File: config.mk
export PLATFORM = sky130hd
export DESIGN_NAME = uart_rx_monitor
export DESIGN_NICKNAME = d
export VERILOG_FILES = /design/src/rtl/uart_rx_monitor.sv
export SDC_FILE = /design/constraint.sdc
export NUM_CORES = 1
export LEC_CHECK = 0
export BUFFER_PORTS_ARGS = -buffer_cell sky130_fd_sc_hd__buf_2
export CAP_MARGIN = 20
export CORE_UTILIZATION = 55
export CTS_CLUSTER_SIZE = 20
export DETAILED_ROUTE_END_ITERATION = 10
export GPL_TIMING_DRIVEN = 0
export PLACE_DENSITY = 0.73
export SYNTH_ARGS = -nofsm -noshare
export SYNTH_HDL_FRONTEND = slang
export SYNTH_SLANG_ARGS = --single-unit
export TNS_END_PERCENT = 1
File: constraint.sdc
create_clock -name clk -period 3.7 [get_ports clk]
set_input_delay 0.185 -clock clk [delete_from_list [all_inputs] [get_ports clk]]
set_output_delay 0.185 -clock clk [all_outputs]
set_load 0.05 [all_outputs]
File: src/rtl/uart_rx_monitor.sv
// uart_rx_monitor: 8N1 receiver for the SoC uart_tx pad.
// Bytes land in a first-word-fall-through FIFO with a valid/ready read port.
module uart_rx_monitor #(
  parameter int DIV_WIDTH  = 16,
  parameter int FIFO_DEPTH = 8,
  parameter int CNT_WIDTH  = $clog2(FIFO_DEPTH) + 1
) (
  input  logic                 clk,
  input  logic                 rst,
  input  logic [DIV_WIDTH-1:0] cfg_div_i,
  input  logic                 clr_i,
  input  logic                 rx_i,
  output logic [7:0]           rdata_o,
  output logic                 rvalid_o,
  input  logic                 rready_i,
  output logic [CNT_WIDTH-1:0] count_o,
  output logic                 busy_o,
  output logic                 frame_err_o,
  output logic                 overflow_o
);

  localparam int AW = $clog2(FIFO_DEPTH);

  localparam logic [DIV_WIDTH-1:0] T_ONE  = DIV_WIDTH'(1);
  localparam logic [DIV_WIDTH-1:0] T_MIN  = DIV_WIDTH'(4);
  localparam logic [AW-1:0]        P_ONE  = AW'(1);
  localparam logic [CNT_WIDTH-1:0] C_ONE  = CNT_WIDTH'(1);
  localparam logic [CNT_WIDTH-1:0] C_FULL = CNT_WIDTH'(FIFO_DEPTH);

  typedef enum logic [2:0] {
    S_IDLE,
    S_START,
    S_DATA,
    S_STOP,
    S_BREAK
  } state_e;

  // synchronizer and edge-detect state
  logic rx_meta_q;
  logic rx_s_q;
  logic rx_prev_q;

  // receiver state
  state_e               state_q;
  logic [DIV_WIDTH-1:0] timer_q;
  logic [DIV_WIDTH-1:0] div_q;
  logic [2:0]           bit_q;
  logic [7:0]           shift_q;
  logic                 frame_err_q;

  // fifo state
  logic [7:0]           mem_q [FIFO_DEPTH];
  logic [AW-1:0]        wptr_q;
  logic [AW-1:0]        wptr_d;
  logic [AW-1:0]        rptr_q;
  logic [AW-1:0]        rptr_d;
  logic [CNT_WIDTH-1:0] count_q;
  logic [CNT_WIDTH-1:0] count_d;
  logic                 ovf_q;
  logic                 ovf_d;

  logic [DIV_WIDTH-1:0] div_eff;
  logic                 fall;
  logic                 tick;
  logic                 push;
  logic                 pop;
  logic                 full;
  logic                 do_push;

  // Clamp tiny divisors so the half-bit start delay stays meaningful.
  assign div_eff = (cfg_div_i < T_MIN) ? T_MIN : cfg_div_i;
  assign fall    = rx_prev_q & ~rx_s_q;
  assign tick    = (timer_q == '0);

  // Stop bit sampled high: the assembled byte is handed to the FIFO.
  assign push = (state_q == S_STOP) & tick & rx_s_q & ~clr_i;
  assign pop  = rvalid_o & rready_i & ~clr_i;
  assign full = (count_q == C_FULL);

  // A push into a full FIFO is only legal if the head leaves the same cycle.
  assign do_push = push & (~full | pop);

  // Two-flop synchronizer plus one delayed copy for falling-edge detection.
  always_ff @(posedge clk or posedge rst) begin
    if (rst) begin
      rx_meta_q <= 1'b1;
      rx_s_q    <= 1'b1;
      rx_prev_q <= 1'b1;
    end else begin
      rx_meta_q <= rx_i;
      rx_s_q    <= rx_meta_q;
      rx_prev_q <= rx_s_q;
    end
  end

  // Receive FSM: mid-bit sampling with a down-counting bit timer.
  always_ff @(posedge clk or posedge rst) begin
    if (rst) begin
      state_q     <= S_IDLE;
      timer_q     <= '0;
      div_q       <= T_MIN;
      bit_q       <= '0;
      shift_q     <= '0;
      frame_err_q <= 1'b0;
    end else if (clr_i) begin
      // Abort; a low line waits for idle so no data bit looks like a start.
      state_q     <= rx_s_q ? S_IDLE : S_BREAK;
      timer_q     <= '0;
      bit_q       <= '0;
      frame_err_q <= 1'b0;
    end else begin
      unique case (state_q)
        S_IDLE: begin
          if (fall) begin
            div_q   <= div_eff;
            timer_q <= (div_eff >> 1) - T_ONE;
            state_q <= S_START;
          end
        end
        S_START: begin
          if (tick) begin
            if (!rx_s_q) begin
              timer_q <= div_q - T_ONE;
              bit_q   <= '0;
              state_q <= S_DATA;
            end else begin
              state_q <= S_IDLE;
            end
          end else begin
            timer_q <= timer_q - T_ONE;
          end
        end
        S_DATA: begin
          if (tick) begin
            shift_q <= {rx_s_q, shift_q[7:1]};
            timer_q <= div_q - T_ONE;
            bit_q   <= bit_q + 3'd1;
            if (bit_q == 3'd7) begin
              state_q <= S_STOP;
            end
          end else begin
            timer_q <= timer_q - T_ONE;
          end
        end
        S_STOP: begin
          if (tick) begin
            if (rx_s_q) begin
              state_q <= S_IDLE;
            end else begin
              frame_err_q <= 1'b1;
              state_q     <= S_BREAK;
            end
          end else begin
            timer_q <= timer_q - T_ONE;
          end
        end
        S_BREAK: begin
          if (rx_s_q) begin
            state_q <= S_IDLE;
          end
        end
        default: begin
          state_q <= S_IDLE;
        end
      endcase
    end
  end

  // Next-state for FIFO pointers, fill level and overflow flag.
  always_comb begin
    wptr_d  = wptr_q;
    rptr_d  = rptr_q;
    count_d = count_q;
    ovf_d   = ovf_q;
    if (clr_i) begin
      wptr_d  = '0;
      rptr_d  = '0;
      count_d = '0;
      ovf_d   = 1'b0;
    end else begin
      if (push && !do_push) begin
        ovf_d = 1'b1;
      end
      if (do_push) begin
        wptr_d = wptr_q + P_ONE;
      end
      if (pop) begin
        rptr_d = rptr_q + P_ONE;
      end
      unique case ({do_push, pop})
        2'b10:   count_d = count_q + C_ONE;
        2'b01:   count_d = count_q - C_ONE;
        default: count_d = count_q;
      endcase
    end
  end

  // FIFO control registers.
  always_ff @(posedge clk or posedge rst) begin
    if (rst) begin
      wptr_q  <= '0;
      rptr_q  <= '0;
      count_q <= '0;
      ovf_q   <= 1'b0;
    end else begin
      wptr_q  <= wptr_d;
      rptr_q  <= rptr_d;
      count_q <= count_d;
      ovf_q   <= ovf_d;
    end
  end

  // Storage needs no reset: reads are masked while the FIFO is empty.
  always_ff @(posedge clk) begin
    if (do_push) begin
      mem_q[wptr_q] <= shift_q;
    end
  end

  assign rvalid_o    = (count_q != '0);
  assign rdata_o     = rvalid_o ? mem_q[rptr_q] : 8'h00;
  assign count_o     = count_q;
  assign busy_o      = (state_q != S_IDLE);
  assign frame_err_o = frame_err_q;
  assign overflow_o  = ovf_q;

endmodule

==> impl_metrics.tcl <==
set metrics [dict create \
    mostFrequentLayoutCells "edfxtp_1 (64), dfrtp_1 (57), nor2_1 (56)" \
    yosysWarnings 0 \
    ys_ff_latch 125 \
    cts_made_buffers 17 \
    cap_violations 0 \
    violations "design-rule violations" \
    clk_latency_ns 0.43 \
    arrival_ns 3.71 \
    holdPathStages 3 \
    seqCellArea_sq_um 3450 \
    clk_path_buf_depth 2 \
    routed_via_density 6.28 \
    grt_pass1_wl_um 25000 \
    hold_viol 0 \
    fin_tns_setup_ns 0 \
    cts.clk_slew.worst_paths_ns 0.06 \
    drt.antenna.violating_nets 0 \
    ff2ff_setup_slack_ns 0.13 \
    dp_hpwl_um 10900 \
    synth_mux_area_share_pct 10.8 \
    h-tree-depth 4 \
    first_pass_iters 8 \
    mostFrequentLayoutCell "edfxtp_1" \
    synth.avg_cell_area_sq_um 11.7 \
    globalRoute.totalOverflow 0 \
    ios 37 \
    multi_input_area_sq_um 2900 \
    rsz0062_at_grt "true" \
    antenna_found_initial 0 \
    synth_edf_count 64 \
    startpoint_type "flop" \
    start_util_pct 56.8 \
    drc 7 \
    area_growth_pct 15.3 \
    critical_path_class "reg -> reg" \
    final_area_sq_um 7540 \
    syn_nets 593 \
    fp-row-count 39 \
    synth_top_family_by_area "simple AND/OR/NAND/NOR gates" \
    grt_util_all_layers_pct 27.0 \
    p_per_area_nw_per_um2 489 \
    skew_ns 0.00720 \
    post_drt_wl_per_cell_um 20.1 \
    p_leak_nw 2.88 \
    postSynthCellCount 560 \
    dpl.cell_count 741 \
    layout-drive-gt1-share_pct 21.2 \
    diodes 0 \
    clock-root-buffer "clkbuf_16" \
    ys_seq_area_share_pct 52.8 \
    gp_congestion 0.882 \
    finalSetupViolations 0 \
    cts_tree "done" \
    fillers 865 \
    fin_cells 775 \
    wl_um 15500 \
    cp.required_ns 3.83 \
    synth_fa_ha_area_share_pct 2.41 \
    endpoint_kind "flop" \
    fin_crit_sh_pct 96.6 \
    synth.distinct_cells 66 \
    fin_hold_ws_ns 0.00203 \
    nNetsFinal 652 \
    io_buffers 35 \
    grt_pass1_vias 4663 \
    ir_drop_mv 0.274 \
    core-area_sq_um 11500 \
    status "finished, violations left" \
    die_w_um 111 \
    tightestPinTransition_ns 0.858 \
    synthFlopType "edfxtp_1" \
    dieArea_sq_um 12300 \
    first_iter_violations 487 \
    vias 4867 \
    post-route-min-period_ns 3.57 \
    ff2ff_path_depth 7 \
    relSlewSlack_pct 42.8 \
    syn-cell-area_sq_um 6540 \
    critPathMaxFanout 10 \
    grt_max_degree 37 \
    synth-compound-area-share_pct 10.5 \
    synthXorXnorAreaFrac_pct 5.09 \
    clkSinkCount 125 \
    synth-simple-area-share_pct 15.5 \
    die_height_um 111 \
    hold_class "in -> reg" \
    maxSlewViolCount 0 \
    async_reset_ff_share_pct 48.8 \
    fmax_mhz 280 \
    dpl_cell_area_sq_um 6930 \
]
-- final timing paths --
path | to | startpoint
max | mem_q[0][7] | timer_q[2]
min | div_q[0] | cfg_div_i[0]
max reg2reg | mem_q[0][7] | timer_q[2]
min reg2reg | rx_s_q | rx_meta_q
max in group asynchronous | rx_prev_q | rst
min in group asynchronous | shift_q[3] | rst
-- cell usage after synthesis (5+ instances only) --
master | count | share of area, %
clkbuf_1 | 15 | 0.86
buf_2 | 6 | 0.46
ha_1 | 11 | 2.1
nor4_1 | 7 | 0.67
nand2_1 | 53 | 3.0
mux2_2 | 21 | 3.6
o21ai_0 | 26 | 2.0
inv_1 | 11 | 0.63
dfrtp_1 | 57 | 22
mux2i_1 | 11 | 1.7
nand4_1 | 8 | 0.76
o31ai_1 | 5 | 0.57
nand2b_1 | 5 | 0.48
nor2_1 | 57 | 3.3
edfxtp_1 | 64 | 29
nor3_1 | 17 | 1.3
mux4_2 | 16 | 5.5
or4_1 | 9 | 1.0
or3_1 | 10 | 0.96
xor2_1 | 21 | 2.8
nand3_1 | 7 | 0.54
a21oi_1 | 24 | 1.8
xnor2_1 | 17 | 2.3
-- logic make-up (layout without fill, tap and decap cells) --
logic type | count (synthesis) | after routing
AOI/OAI and AO/OA | 102 | 102
xor gates and xnor gates | 38 | 38
adders and majority gates | 12 | 12
buffers and inverters | 39 | 111
DFF | 125 | 125
muxes | 48 | 48
and+or+nand+nor | 196 | 196
-- where the power goes --
group / leakage, nW / total (mW) / internal [mW] / switching (mW)
Combinational: 1.23 / 0.425 / 0.175 / 0.250
Sequential: 1.36 / 1.62 / 1.52 / 0.0978
Clock: 0.288 / 1.64 / 1.04 / 0.600
Total: 2.88 / 3.69 / 2.74 / 0.947
-- state kept, by name, summed over array words and instances (netlist names) --
signal,count
mem_q,64
overflow_o,1
count_o,4
state_q,3
rptr_q,3
div_q,16
timer_q,16
frame_err_o,1
rx_s_q,1
wptr_q,3
rx_prev_q,1
bit_q,3
shift_q,8
rx_meta_q,1
-- metal layers --
metal  track usage [%]  part of all wire (%)
met5                 0                     0
met4              9.64                   1.6
met3              6.40                   9.0
met2              38.8                    44
met1              40.0                    45
-- metrics by stage --
| step | setup WS (ns) | power [mW] | utilization [%] |
|---|---|---|---|
| floorplan | 0.333 | 1.92 | - |
| global placement | -0.142 | 2.03 | 59.9 |
| detailed placement | 0.127 | 2.05 | 60.2 |
| CTS | 0.116 | 3.69 | 65.5 |
| global route | -0.0543 | 3.80 | 65.5 |
| finish | 0.126 | 3.69 | 65.5 |
-- what timing repair did --
action                     4_1_cts  5_1_grt
gates resized for setup          0        1
buffers inserted                 0        0
hold endpoints to repair        33        0
hold buffers                     2        0
setup endpoints to repair        0       42
-- critical path, stage by stage, from the launching register on --
cell     delay, ns
dfrtp_1       0.44
nor4_1        0.53
buf_2         0.31
nand4_2       0.22
or4_1         0.71
or2_1         0.33
nor3_1        0.47
buf_4         0.26
-- final cells by class --
type	instances	share of cell area, %
plain buffers	28	1.99
clock inverters	9	1.44
repair buffers	40	3.05
flip-flops and latches	125	45.8
clock buffers	23	6.34
well taps	143	2.37
inverters	11	0.547
multi-input cells	396	38.5
Note: power is estimated with default switching activity, not from simulation.
